`src/rtl/ones_pattern_generator.sv`:
```
// Purpose : for a requested ones-count k, emits every WIDTH-bit word with popcount k, ascending.
// Latency : accept at t -> first word valid at t+2+(2^k-1); one candidate examined per cycle.
// Backpr. : output words held stable while o_out_valid & !i_out_ready; o_cmd_ready only when idle.
//
// Ports:
//   i_clk, i_rst        clock (rising edge), synchronous active-high reset
//   i_cmd_valid/o_cmd_ready/i_cmd_count   command handshake, k = requested ones count
//   o_cmd_err           one-cycle pulse after a command with k > WIDTH was rejected
//   o_out_valid/i_out_ready               output word handshake
//   o_out_data          generated word (popcount == k)
//   o_out_last          final word of the burst
//   o_out_index         zero-based position of the word within the burst
module ones_pattern_generator #(
    parameter int WIDTH = 3,
    parameter int CW    = $clog2(WIDTH + 1)
) (
    input  logic             i_clk,
    input  logic             i_rst,
    input  logic             i_cmd_valid,
    output logic             o_cmd_ready,
    input  logic [CW-1:0]    i_cmd_count,
    output logic             o_cmd_err,
    output logic             o_out_valid,
    input  logic             i_out_ready,
    output logic [WIDTH-1:0] o_out_data,
    output logic             o_out_last,
    output logic [WIDTH-1:0] o_out_index
);

    typedef enum logic [1:0] {
        IDLE = 2'd0,
        SCAN = 2'd1,
        EMIT = 2'd2
    } state_t;

    localparam logic [CW-1:0]    K_MAX = CW'(WIDTH);
    localparam logic [WIDTH-1:0] ONES  = {WIDTH{1'b1}};

    state_t           r_state, w_state_nxt;
    logic [CW-1:0]    r_k, w_k_nxt;
    logic [WIDTH-1:0] r_cand, w_cand_nxt;
    logic [WIDTH-1:0] r_data, w_data_nxt;
    logic [WIDTH-1:0] r_index, w_index_nxt;
    logic             r_last, w_last_nxt;
    logic             r_err, w_err_nxt;

    logic [CW-1:0]    w_pop;
    logic [WIDTH-1:0] w_top;
    logic             w_match;

    // Population count of the current candidate.
    always_comb begin
        w_pop = '0;
        for (int i = 0; i < WIDTH; i++) begin
            w_pop = w_pop + CW'(r_cand[i]);
        end
    end

    assign w_match = (w_pop == r_k);
    // Largest word with k ones: k ones packed at the MSB end (zero when k = 0).
    assign w_top   = ~(ONES >> r_k);

    always_comb begin
        w_state_nxt = r_state;
        w_k_nxt     = r_k;
        w_cand_nxt  = r_cand;
        w_data_nxt  = r_data;
        w_index_nxt = r_index;
        w_last_nxt  = r_last;
        w_err_nxt   = 1'b0;
        case (r_state)
            IDLE: begin
                if (i_cmd_valid) begin
                    if (i_cmd_count > K_MAX) begin
                        w_err_nxt = 1'b1;
                    end else begin
                        w_k_nxt     = i_cmd_count;
                        w_cand_nxt  = '0;
                        w_index_nxt = '0;
                        w_state_nxt = SCAN;
                    end
                end
            end
            SCAN: begin
                // Every legal k has a match at or below all-ones, so cand never wraps.
                if (w_match) begin
                    w_data_nxt  = r_cand;
                    w_last_nxt  = (r_cand == w_top);
                    w_state_nxt = EMIT;
                end else begin
                    w_cand_nxt = r_cand + WIDTH'(1);
                end
            end
            EMIT: begin
                if (i_out_ready) begin
                    if (r_last) begin
                        w_state_nxt = IDLE;
                    end else begin
                        w_cand_nxt  = r_cand + WIDTH'(1);
                        w_index_nxt = r_index + WIDTH'(1);
                        w_state_nxt = SCAN;
                    end
                end
            end
            default: begin
                w_state_nxt = IDLE;
            end
        endcase
    end

    always_ff @(posedge i_clk) begin
        if (i_rst) begin
            r_state <= IDLE;
            r_k     <= '0;
            r_cand  <= '0;
            r_data  <= '0;
            r_index <= '0;
            r_last  <= 1'b0;
            r_err   <= 1'b0;
        end else begin
            r_state <= w_state_nxt;
            r_k     <= w_k_nxt;
            r_cand  <= w_cand_nxt;
            r_data  <= w_data_nxt;
            r_index <= w_index_nxt;
            r_last  <= w_last_nxt;
            r_err   <= w_err_nxt;
        end
    end

    assign o_cmd_ready = (r_state == IDLE);
    assign o_out_valid = (r_state == EMIT);
    assign o_cmd_err   = r_err;
    assign o_out_data  = r_data;
    assign o_out_last  = r_last;
    assign o_out_index = r_index;

endmodule

```
`config.mk`:
```
export PLATFORM = sky130hd
export DESIGN_NAME = ones_pattern_generator
export DESIGN_NICKNAME = d
export VERILOG_FILES = /design/src/rtl/ones_pattern_generator.sv
export SDC_FILE = /design/constraint.sdc
export NUM_CORES = 1
export LEC_CHECK = 0
export BUFFER_PORTS_ARGS = -buffer_cell sky130_fd_sc_hd__buf_2
export CAP_MARGIN = 20
export CORE_MARGIN = 5
export CORE_UTILIZATION = 45
export CTS_CLUSTER_DIAMETER = 30
export CTS_CLUSTER_SIZE = 28
export DETAILED_ROUTE_END_ITERATION = 16
export PLACE_DENSITY = 0.67
export SETUP_SLACK_MARGIN = 0.3
export SKIP_CTS_REPAIR_TIMING = 1
export SYNTH_ARGS = -nofsm -noshare
export SYNTH_HDL_FRONTEND = slang
export SYNTH_SLANG_ARGS = --single-unit
```
`constraint.sdc`:
```
create_clock -name i_clk -period 2.5 [get_ports i_clk]
set_input_delay 0.125 -clock i_clk [delete_from_list [all_inputs] [get_ports i_clk]]
set_output_delay 0.125 -clock i_clk [all_outputs]
set_load 0.02 [all_outputs]
```
==> metrics <==
Lkg Pwr ~0.39 nW; final hold violation count 0; reg-to-reg slack, setup about 0.44 ns; critical path fanouts, max 9; hpwl dp between 1 and 1.5 mm; Final Max Slew Viols 0; worst clock skew approximately 0.0016 ns; synthesized cell area 813 um2; antenna violations before repair 0; Num Clock Sinks 14; Rel. slew slack 0.639; Worst Setup EP r_cand[2]; dpl cell area between 800 and 900 um2; worst vdd ir 0.485 mV; first-pass GRT wire length 2.59 mm; Max clock buf depth 2; Pwr Density 1030 nW/um2; CTS tree yes; Final Power a little under 1 mW; syn_nets 112; Final nets 127; Setup crit end kind flop; crit path launch r_cand[0]; Die W between 50 and 60 um; Final TNS setup 0 ns; Crit path depth 6; commonest cells in the synthesized netlist dfxtp_1, a21oi_1, nand2_1; pre-CTS setup slack 0.302 ns; Area growth syn-to-layout 14.9%; vias in the first global route 635; synth warn 0; Avg Inst Size Synth 8.30 um2; post-route cell area 935 um2; maximum number of pins on one net before global-route repair 15; CTS root buf clkbuf_4; hold slack 0.0699 ns; Seq/Total Area, Yosys 0.345; Vias/cell 5.21; CTS Buf Count 3; Clock Pin Slew Worst Setup and Hold Paths 0.09 ns; DR DRC count 0; Min-Delay Path Class in2reg; GRT Util Overall 0.132; Synth area leaders dfxtp_1, ha_1, a21oi_1, nand2_1, inv_1; post-route setup slack 0.437 ns; RSZ-0062 raised after global routing no; routed len/inst 11.4 um; synth unique cells 33; diode count 0; drt pass-1 iters 4; Post-synth EDFFs 0; R2R cell count 6; Die Ht 52.5 um; worst slew pin tran 0.528 ns; Detail Route Antenna Nets 0; CTS HTree Levels 1; Tcrit/Tclk final 0.825; top-count cell post-synth dfxtp_1; post-synthesis cell count 98; clk_lat worst skew 0.29 ns; max incr delay on CP 0.50 ns; Core ar. around 1700 um2; FF+latch count, synth 14; WL final 1.57 mm; post-route minimum period 2.06 ns; Worst path slowest cell or4_1; FILL cells between 150 and 200; IO buf count 14; Ports 16; CP required 2.73 ns; routed via count 714; ys flop type dfxtp_1; Starting Density 0.471; Top Family by Delay on Critical Path simple AND/OR/NAND/NOR gates; GP Congestion about 0.80; Synth top area share 0.345; status finished, final reports clean; CP Class reg2reg; grt total ovfl 0; reg2reg start r_cand[0]; row count 15; async set-reset flop share out of synthesis 0; CP Launch Type flop; cell taking the most area after synthesis dfxtp_1; # setup viols final 0; Initial DRC Count 12; fraction of layout cells with a size suffix above 1 0.196; crit path cell chain inv_1 -> fa_1 -> xor2_1 -> and3_4 -> or4_1 -> a21oi_1; total die area 2760 um2; worst path buffer plus inverter count 1; max_cap viols 0; max frequency ~0.48 GHz; reg2reg end r_cand[2]; Crit path arrival time around 2.3 ns
[where the power goes]
group | total [mW] | switching, mW | internal (mW)
sequential | 0.328 | 0.0547 | 0.274
clock | 0.171 | 0.0824 | 0.0889
combinational | 0.465 | 0.283 | 0.182
[how the worst min path moves through the flow]
stage	startpoint	end	slack [ns]	depth (start not counted)
CTS	i_cmd_count[0]	r_k[0]	0.07	3
global placement	i_cmd_count[1]	r_k[1]	0.39	3
finish	i_cmd_count[0]	r_k[0]	0.07	3
detailed placement	i_cmd_count[0]	r_k[0]	0.39	3
global route	i_cmd_count[0]	r_k[0]	0.09	3
floorplan	i_rst	o_out_last	0.20	1
[routing by layer]
layer | GRT usage | vias to the layer above | part of all wire | wire, um
met1 | 0.163 | 317 | 0.49 | 764
met4 | 0.115 | 0 | 0.036 | 56
met2 | 0.192 | 22 | 0.43 | 668
met3 | 0.0256 | 5 | 0.050 | 79
li1 | - | 370 | - | -
met5 | 0 | - | 0 | 0
[stage by stage]
step,util,cells
after floorplan,-,98
after global placement,0.514,133
after detailed placement,0.514,133
after CTS,0.535,137
after global routing,0.541,137
final,0.541,137
[cell families (layout without fill, tap and decap cells)]
kind of cell,after synthesis,count (layout),share of synthesized area
adders and majority gates,8,8,0.132
buffers and inverters,13,27,0.0754
AOI/OAI and AO/OA,27,27,0.215
DFF,14,14,0.345
and+or+nand+nor,30,30,0.174
xor gates and xnor gates,5,5,0.0539
other,1,1,0.00461
[final cells by class]
class / count / area [um2] / share of cell area
Clock buffer: 4 / 36.3 / 0.0388
Inverter: 9 / 33.8 / 0.0361
Sequential cell: 14 / 287 / 0.307
Tap cell: 25 / 31.3 / 0.0335
Multi-Input combinational cell: 71 / 477 / 0.510
Timing Repair Buffer: 14 / 70.1 / 0.0750
[state kept, by name, indices dropped and copies added (netlist names)]
register,flops
o_out_data,3
o_out_index,3
r_cand,3
r_k,2
r_state,2
o_out_last,1
[worst register-to-register path: stages, from the launching register on]
cell,delay (ns)
dfxtp_4,0.39
inv_1,0.08
fa_1,0.48
xor2_1,0.19
and3_4,0.23
or4_1,0.50
a21oi_1,0.14
[layout by cell type (no fill, tap or decap), drive strengths merged, types with 2 or more instances in the layout]
| cell | n |
|---|---|
| a211o | 3 |
| a211oi | 2 |
| a21oi | 11 |
| buf | 14 |
| clkbuf | 4 |
| dfxtp | 14 |
| ha | 7 |
| inv | 9 |
| nand2 | 11 |
| nand3 | 3 |
| nand4 | 3 |
| nor2 | 6 |
| nor2b | 2 |
| o21ai | 3 |
| xnor2 | 2 |
| xor2 | 3 |
(Power assumes the default switching activity.)
